File: src/rtl/pll_reset_sequencer.sv
// ============================================================================
// pll_reset_sequencer
//
// Runs in the PLL output clock domain. It turns the raw, asynchronous PLL lock
// flag into a clean, registered, active-low synchronous reset for all logic
// clocked by the PLL output.
//
// Reset is released only after lock has stayed high for STABLE_CYCLES
// consecutive cycles. It is then held low for a further RESET_HOLD_CYCLES.
// Any loss of lock forces reset low again. A loss that happens after release
// sets a sticky status flag.
//
// Optional feature (compile-time macro PLL_LOSS_COUNT_EN):
//   When defined, the loss_count port and a saturating counter of
//   RUN -> WAIT_LOCK events are added. When undefined, both are absent and
//   all other behaviour is identical.
//
// Parameters:
//   STABLE_CYCLES      cycles lock must stay high before the hold starts (>=1)
//   RESET_HOLD_CYCLES  cycles sresetn_out stays low once lock is stable (>=1)
//   LOSS_CNT_WIDTH     width of loss_count (only used with PLL_LOSS_COUNT_EN)
//
// Ports:
//   clk               in   PLL output clock
//   aresetn           in   async active-low reset, clears all state
//   locked_async      in   raw PLL LOCK, asynchronous to clk
//   clear_sticky      in   single-cycle pulse, clears sticky flag / loss count
//   sresetn_out       out  registered sync active-low reset for downstream
//   ready             out  high while in RUN
//   lock_lost_sticky  out  set on any lock loss while in RUN
//   loss_count        out  saturating lock-loss count (PLL_LOSS_COUNT_EN only)
// ============================================================================
module pll_reset_sequencer #(
    parameter int STABLE_CYCLES     = 256,
    parameter int RESET_HOLD_CYCLES = 16,
    parameter int LOSS_CNT_WIDTH    = 8
) (
    input  logic clk,
    input  logic aresetn,
    input  logic locked_async,
    input  logic clear_sticky,
    output logic sresetn_out,
    output logic ready,
    output logic lock_lost_sticky
`ifdef PLL_LOSS_COUNT_EN
    ,
    output logic [LOSS_CNT_WIDTH-1:0] loss_count
`endif
);

    // The STABILIZE and HOLD phases never overlap, so they share one counter
    // sized for the longer of the two.
    localparam int CNT_MAX = (STABLE_CYCLES > RESET_HOLD_CYCLES) ? STABLE_CYCLES
                                                                  : RESET_HOLD_CYCLES;
    localparam int CNT_W   = $clog2(CNT_MAX + 1);

    localparam logic [CNT_W-1:0] STABLE_LAST = CNT_W'(STABLE_CYCLES - 1);
    localparam logic [CNT_W-1:0] HOLD_LAST   = CNT_W'(RESET_HOLD_CYCLES - 1);

    typedef enum logic [1:0] {
        WAIT_LOCK = 2'd0,
        STABILIZE = 2'd1,
        HOLD      = 2'd2,
        RUN       = 2'd3
    } state_t;

    state_t           state, state_nxt;
    logic [CNT_W-1:0] cnt, cnt_nxt;
    logic             lock_meta, locked_sync;
    logic             lock_loss;

    // ------------------------------------------------------------------------
    // Two-flop synchronizer. Nothing else in the design may read
    // locked_async directly.
    // NOTE: sequential state uses non-blocking (<=) assignments. Every flop
    // therefore samples its pre-edge value, which is what makes the
    // two-stage chain behave as two stages.
    // ------------------------------------------------------------------------
    always_ff @(posedge clk or negedge aresetn) begin
        if (!aresetn) begin
            lock_meta   <= 1'b0;
            locked_sync <= 1'b0;
        end else begin
            lock_meta   <= locked_async;
            locked_sync <= lock_meta;
        end
    end

    // ------------------------------------------------------------------------
    // Next-state logic.
    // NOTE: every output of this block is given a default first. A path that
    // leaves a variable unassigned would otherwise infer a latch.
    // ------------------------------------------------------------------------
    always_comb begin
        state_nxt = state;
        cnt_nxt   = cnt;
        lock_loss = 1'b0;
        unique case (state)
            WAIT_LOCK: begin
                if (locked_sync) begin
                    state_nxt = STABILIZE;
                    cnt_nxt   = '0;
                end
            end
            STABILIZE: begin
                if (!locked_sync) begin
                    // The counter is re-zeroed on the next entry from WAIT_LOCK.
                    state_nxt = WAIT_LOCK;
                end else if (cnt == STABLE_LAST) begin
                    state_nxt = HOLD;
                    cnt_nxt   = '0;
                end else begin
                    cnt_nxt = cnt + CNT_W'(1);
                end
            end
            HOLD: begin
                if (!locked_sync) begin
                    state_nxt = WAIT_LOCK;
                end else if (cnt == HOLD_LAST) begin
                    state_nxt = RUN;
                    cnt_nxt   = '0;
                end else begin
                    cnt_nxt = cnt + CNT_W'(1);
                end
            end
            RUN: begin
                if (!locked_sync) begin
                    state_nxt = WAIT_LOCK;
                    lock_loss = 1'b1;
                end
            end
            default: state_nxt = WAIT_LOCK;
        endcase
    end

    // ------------------------------------------------------------------------
    // State, counter and registered outputs. The outputs are decoded from
    // state_nxt, so they change on the same edge as the state itself.
    // A new loss takes priority over clear_sticky.
    // ------------------------------------------------------------------------
    always_ff @(posedge clk or negedge aresetn) begin
        if (!aresetn) begin
            state            <= WAIT_LOCK;
            cnt              <= '0;
            sresetn_out      <= 1'b0;
            ready            <= 1'b0;
            lock_lost_sticky <= 1'b0;
        end else begin
            state       <= state_nxt;
            cnt         <= cnt_nxt;
            sresetn_out <= (state_nxt == RUN);
            ready       <= (state_nxt == RUN);
            if (lock_loss)
                lock_lost_sticky <= 1'b1;
            else if (clear_sticky)
                lock_lost_sticky <= 1'b0;
        end
    end

`ifdef PLL_LOSS_COUNT_EN
    // Saturating loss counter. A clear and a loss on the same cycle leave
    // exactly one recorded loss.
    always_ff @(posedge clk or negedge aresetn) begin
        if (!aresetn) begin
            loss_count <= '0;
        end else if (lock_loss) begin
            if (clear_sticky)
                loss_count <= LOSS_CNT_WIDTH'(1);
            else if (loss_count != '1)
                loss_count <= loss_count + LOSS_CNT_WIDTH'(1);
        end else if (clear_sticky) begin
            loss_count <= '0;
        end
    end
`endif

endmodule

File: config.mk
export PLATFORM = sky130hd
export DESIGN_NAME = pll_reset_sequencer
export DESIGN_NICKNAME = d
export VERILOG_FILES = /design/src/rtl/pll_reset_sequencer.sv
export SDC_FILE = /design/constraint.sdc
export NUM_CORES = 1
export LEC_CHECK = 0
export BUFFER_PORTS_ARGS = -buffer_cell sky130_fd_sc_hd__buf_2
export CORE_MARGIN = 3
export CORE_UTILIZATION = 30
export CTS_CLUSTER_DIAMETER = 150
export DETAILED_ROUTE_END_ITERATION = 16
export GPL_ROUTABILITY_DRIVEN = 0
export SLEW_MARGIN = 0
export SYNTH_ARGS = -nofsm -noshare
export SYNTH_HDL_FRONTEND = slang
export SYNTH_SLANG_ARGS = --single-unit
export TNS_END_PERCENT = 30
File: constraint.sdc
create_clock -name clk -period 1.9 [get_ports clk]
set_input_delay 0.19 -clock clk [delete_from_list [all_inputs] [get_ports clk]]
set_output_delay 0.19 -clock clk [all_outputs]
set_load 0.01 [all_outputs]
==> results of run 1 <==
power breakdown:
| part | switching, mW | leakage [nW] | total (mW) | internal [mW] |
|---|---|---|---|---|
| registers | 0.0232 | 0.202 | 0.370 | 0.347 |
| clock network | 0.104 | 0.0150 | 0.186 | 0.0815 |
| logic | 0.232 | 0.303 | 0.425 | 0.193 |
| total | 0.360 | 0.520 | 0.982 | 0.622 |
placed cells by master (no fill, tap or decap), types with 2 or more instances in the layout:
master         instances
a21oi_2                5
buf_2                  6
buf_4                 16
clkbuf_4               3
dfrtp_1               15
dlygate4sd3_1          2
ha_1                   5
inv_1                  8
nand2_1                7
nand3_1                3
nor2_1                 3
nor3_1                 4
o21ai_0                3
o21ai_1                2
o31ai_1                3
xnor2_1                4
final cells by class:
type                    count  area (um2)
well taps                  30        37.5
multi-input cells          63         500
inverters                   9        33.8
flip-flops and latches     15         375
fillers                   258        1460
clock buffers               4        26.3
repair buffers             25         181
critical path, stage by stage (launching register included):
cell     delay, ns
dfrtp_1       0.40
or4_4         0.54
or3_4         0.42
a31oi_4       0.32
o21ai_1       0.10
cell families after synthesis:
kind of cell               synth area share
DFF                                   0.434
adders and majority gates             0.101
buffers and inverters                0.0535
xor gates and xnor gates             0.0405
and+or+nand+nor                       0.173
AOI/OAI and AO/OA                     0.198
through the flow:
| step | setup TNS (ns) | hold WS (ns) | utilization | cells |
|---|---|---|---|---|
| 6_report | 0 | 0.196 | 0.442 | 146 |
| 5_1_grt | -0.628 | 0.193 | 0.442 | 146 |
| 4_1_cts | 0 | 0.000260 | 0.413 | 143 |
| 3_5_place_dp | -0.0378 | 0.115 | 0.391 | 136 |
| 3_3_place_gp | 0 | 0.113 | 0.391 | 136 |
| 2_1_floorplan | 0 | -0.106 | - | 89 |
synth_stat cells, types with 2 or more instances:
library cell | number | area, um2
nand2_1 | 8 | 30.0
o21ai_0 | 3 | 15.0
a21oi_1 | 5 | 25.0
nor2_1 | 4 | 15.0
nor3_1 | 4 | 20.0
o31ai_1 | 3 | 22.5
xnor2_1 | 4 | 35.0
o21ai_1 | 2 | 10.0
nand3_1 | 4 | 20.0
dfrtp_1 | 15 | 375
inv_1 | 9 | 33.8
ha_1 | 7 | 87.6
worst min path at each step:
stage	start	endpoint	slack [ns]	cells after the start
global placement	aresetn	lock_meta$_DFF_PN0_	0.11	1
detailed placement	aresetn	cnt[8]$_DFFE_PN0P_	0.12	1
floorplan	aresetn	cnt[0]$_DFFE_PN0P_	-0.11	0
global route	clear_sticky	lock_lost_sticky$_DFFE_PN0P_	0.19	3
CTS	locked_async	lock_meta$_DFF_PN0_	0.0003	1
finish	clear_sticky	lock_lost_sticky$_DFFE_PN0P_	0.20	3
state kept, by name, summed over array words and instances, names as in the netlist:
name              flops
cnt                   9
lock_lost_sticky      1
lock_meta             1
locked_sync           1
ready                 1
state                 2
metal layers:
| layer | vias to the layer above | wire [um] |
|---|---|---|
| met2 | 19 | 879 |
| met3 | 5 | 74 |
| met4 | 0 | 32 |
| met1 | 339 | 940 |
| li1 | 374 | - |
| met5 | - | 0 |
what timing repair did:
item                                    CTS  global route
cloned                                    0             0
buffers inserted                          2             2
endpoints found under the setup margin    8            10
resized for setup                         2            12
hold buffers                              1             1
pin swaps                                 1             9
endpoints found under the hold margin    15             1
==> results.ini, run 1 <==
[sta]
fmax_mhz = 527
setup_violations = 0
fin_ws_ns = 0.00385
rsz0062_at_grt = yes
drv_slew = 0
slew_headroom = 0.768
period_needed_ns = 1.90
hold_violations = 0
finalCritPeriodShare = 0.998
worst_pin_slew_ns = 0.348
fin_skew_ns = 0.00565

[global_routing]
grt_busiest_layer = met1
grt-ovfl-total = 0
grt_pass1_vias = 659
grt_use_total = 0.111
grtUsageMet3 = 0.0259
grt_pass1_wl_um = 2930
grt_max_degree = 16
grtUsageMet1 = 0.169
grt_use_met2 = 0.148
antenna_found_initial = 0

[worst_setup_path]
critPathArrivalTime_ns = 2.07
crit_start = cnt[5]$_DFFE_PN0P_
startpoint_type = flip-flop
r2r_slack_ns = 0.004
cp.required_ns = 2.07
crit_end = cnt[1]$_DFFE_PN0P_
end_kind = flip-flop
r2r_start = cnt[5]$_DFFE_PN0P_
path_max_fanout = 6
crit_type = flip-flop to flip-flop
r2r_end = cnt[1]$_DFFE_PN0P_
reg2reg_depth = 4

[route]
dr.pass1.iters = 4
drt-initial-drc-count = 26
totalWireLength_um = 1930
post-route-drc-count = 0
vias_per_cell = 5.05
wl_per_cell_um = 13.2
vias = 737
antenna_left = 0

[floorplanning]
dieArea_um2 = 3570
io_pins = 7
core_um2 = 2610
start_util = 0.331
row_count = 18
die_w_um = 59.7
die_h_um = 59.7

[cts]
clk_pin_slew_ns = 0.09
cts_tree = done
cts_root_buf = clkbuf_4
cts.sinks = 15
htree_levels = 1
cts-buffers-inserted = 3
clock_latency_ns = 0.28
cts_buffer_depth = 2

[layout]
drive_above_1_share = 0.371
area_growth_pct = 33.4
fin_area_um2 = 1150
n_antenna_cell = 0
nNetsFinal = 128

[logic_synthesis]
async_flop_share = 1.00
syn_area_um2 = 866
synth-edff-count = 0
syn_inst = 89
avgSynthCellArea_um2 = 9.73
synth_seq_area_share = 0.434
yosys.cell_types.count = 33
yosys_warnings = 0
synth_top_flop_cell = dfrtp_1
synth_nets = 100
synth_seq_cells = 15

[placement]
placed_cell_area_um2 = 1020
place_hpwl_um = 1350
dp_slack_ns = -0.0337
io_buffers = 6

[power]
power_density_nw_per_um2 = 850
ir_drop_uv = 602
p_total_mw = 0.982
p_leak_nw = 0.520

[status]
status = completed

[flow_run]
cap_violations = 0

[min_path]
min-delay-path-class = input port to flip-flop

(Power assumes the default switching activity.)
==> inputs of run 2 (changes only) <==
ABC_AREA = 1   (was default)
CAP_MARGIN = 0   (was default)
==> run 2 against run 1 <==
  * Synthesized cell count increased by 36%
  * Sequential share of layout area is 0.59 points lower
  * Register-to-register slack improved by 0.11 ns
  * Final cell count is 23% higher
  * Global-route usage is 0.84 points lower
  * Total power is 1.8% lower
  * Critical endpoint is now ready$_DFF_PN0_
  * Largest power group is now registers
==> results.ini, run 2 <==
[layout]
multi_input_area_um2 = 539
final_cells = 180
n_antenna_cell = 0
mostFrequentLayoutCell = nand2_1
largestRegisters = cnt: 9 flops, state: 2 flops
regMostFlops = cnt
drive_above_1_share = 0.301
layout.area.seq_um2 = 375
largest_reg_flops = 9
area_growth_pct = 20.7
nFillCells = 301
final_core_util = 0.382
nNetsFinal = 148
layout_common_cells = 24 x nand2_1, 19 x inv_1, 15 x dfrtp_1

[logic_synthesis]
synth_seq_area_share = 0.385
yosys.area.top_type_share = 0.385
synth_commonest_cells = 27 x nand2_1, 20 x inv_1, 15 x dfrtp_1
syn_area_um2 = 975
yosys_warnings = 0
synth_area_leaders = dfrtp_1 39%, nand2_1 10%, ha_1 9.0%
synth_most_common_cell = nand2_1
syn_inst = 121
yosys.cell_types.count = 20
synth_top_flop_cell = dfrtp_1
synth-edff-count = 0
synth_seq_cells = 15
async_flop_share = 1.00
synth.largest_area_cell = dfrtp_1
avgSynthCellArea_um2 = 8.06
synth_nets = 132

[route]
totalWireLength_um = 1860
antenna_left = 0
vias_per_cell = 4.42
dr.pass1.iters = 4
vias = 796
post-route-drc-count = 0
drt-initial-drc-count = 12
wl_per_cell_um = 10.3

[power]
ir_drop_uv = 240
p_total_mw = 0.964
power_density_nw_per_um2 = 820
p_leak_nw = 0.585

[sta]
fin_skew_ns = 0.00378
period_needed_ns = 1.79
slew_headroom = 0.774
fmax_mhz = 558
drv_slew = 0
hold_violations = 0
setup_violations = 0
finalCritPeriodShare = 0.942
fin_ws_ns = 0.109
worst_pin_slew_ns = 0.339

[global_routing]
antenna_found_initial = 0
grt_max_degree = 16
grt_pass1_vias = 826
grt_pass1_wl_um = 3310
grt-ovfl-total = 0
grt_use_total = 0.103

[cts]
clk_pin_slew_ns = 0.10
cts-buffers-inserted = 3
cts_tree = done
cts_buffer_depth = 2
cts_root_buf = clkbuf_4
htree_levels = 1
clock_latency_ns = 0.29
cts.sinks = 15

[worst_setup_path]
crit_buf_inv = 1
crit_type = flip-flop to flip-flop
slowest_stage = dfrtp_1
end_kind = flip-flop
r2r_end = ready$_DFF_PN0_
reg2reg_depth = 13
crit_chain = ha_4, nand2_4, nor2_4, nand2_4, nor2_4, ha_2, inv_2, nand2_2, nand3_1, nand3_2, nand3_2, nand2_2, a21oi_2
r2r_slack_ns = 0.11
r2r_start = cnt[1]$_DFFE_PN0P_
startpoint_type = flip-flop
slowest_delay_ns = 0.42
path_max_fanout = 3
critPathArrivalTime_ns = 1.98
cp.required_ns = 2.09
cp_top_family = simple AND/OR/NAND/NOR gates

[floorplanning]
io_pins = 7
core_um2 = 3080
die_h_um = 63
dieArea_um2 = 3970
start_util = 0.317
die_w_um = 63
row_count = 20

[min_path]
hold_end = lock_meta$_DFF_PN0_
hold_depth = 1
hp-start = locked_async
min-delay-path-class = input port to flip-flop

[placement]
dp_slack_ns = 0.0309
place_hpwl_um = 1390
io_buffers = 6
placed_cells = 170

[flow_run]
cap_violations = 0

[status]
status = completed

==> run 2: cell count changes after synthesis, sizes merged, moves of 4 or more <==
| cell | previous run | this run |
|---|---|---|
| nand2 | 8 | 32 |
| inv | 9 | 23 |
| nand3 | 4 | 13 |
| nor2 | 4 | 9 |
| xnor2 | 4 | 0 |
==> run 2: what timing repair did <==
item,in CTS,in global routing
resized for setup,0,13
hold buffers,1,0
setup buffers,0,5
setup endpoints to repair,0,10
endpoints found under the hold margin,15,0
==> run 2: how the worst max path moves through the flow <==
| stage | cells after the start | endpoint | start |
|---|---|---|---|
| floorplan | 13 | state[0]$_DFF_PN0_ | cnt[0]$_DFFE_PN0P_ |
| global placement | 13 | state[0]$_DFF_PN0_ | cnt[0]$_DFFE_PN0P_ |
| detailed placement | 13 | state[0]$_DFF_PN0_ | cnt[0]$_DFFE_PN0P_ |
| CTS | 13 | state[0]$_DFF_PN0_ | cnt[0]$_DFFE_PN0P_ |
| global route | 13 | state[0]$_DFF_PN0_ | cnt[0]$_DFFE_PN0P_ |
| finish | 13 | ready$_DFF_PN0_ | cnt[1]$_DFFE_PN0P_ |
==> run 2: cell families after synthesis <==
logic type,share of synthesized area
AOI/OAI and AO/OA,0.0924
xor gates and xnor gates,0.0180
adders and majority gates,0.0899
buffers and inverters,0.113
DFF,0.385
and+or+nand+nor,0.302
==> run 2: worst register-to-register path: stages (launching register included) <==
cell and delay [ns]:
dfrtp_1 0.42, ha_4 0.17, nand2_4 0.06, nor2_4 0.18, nand2_4 0.07, nor2_4 0.11, ha_2 0.18, inv_2 0.05
nand2_2 0.07, nand3_1 0.09, nand3_2 0.08, nand3_2 0.08, nand2_2 0.09, a21oi_2 0.03
==> run 2: final cells by class <==
cell class                      count  area share
Multi-Input combinational cell     81       0.459
Sequential cell                    15       0.319
Inverter                           24      0.0872
Timing Repair Buffer               12      0.0660
Tap cell                           44      0.0468
Clock buffer                        4      0.0223
==> run 2: metal layers <==
metal / GRT usage / part of all wire / vias up
met1: 0.114 / 0.43 / 375
met5: 0 / 0 / -
met4: 0.0523 / 0.018 / 0
met3: 0.0126 / 0.0070 / 4
met2: 0.190 / 0.54 / 5
li1: - / - / 412
==> run 2: through the flow <==
step           cell area (um2)  hold WS, ns  TNS (ns)
2_1_floorplan              975       -0.106         0
3_3_place_gp              1050        0.116         0
3_5_place_dp              1050        0.123         0
4_1_cts                   1090       0.0112         0
5_1_grt                   1180     -0.00442   -0.0282
6_report                  1180      0.00286         0
==> run 2: report_power, final <==
| part | leakage [nW] | switching (mW) | internal [mW] |
|---|---|---|---|
| clock network | 0.0150 | 0.111 | 0.0817 |
| registers | 0.202 | 0.0420 | 0.348 |
| logic | 0.369 | 0.248 | 0.133 |
| total | 0.585 | 0.401 | 0.563 |
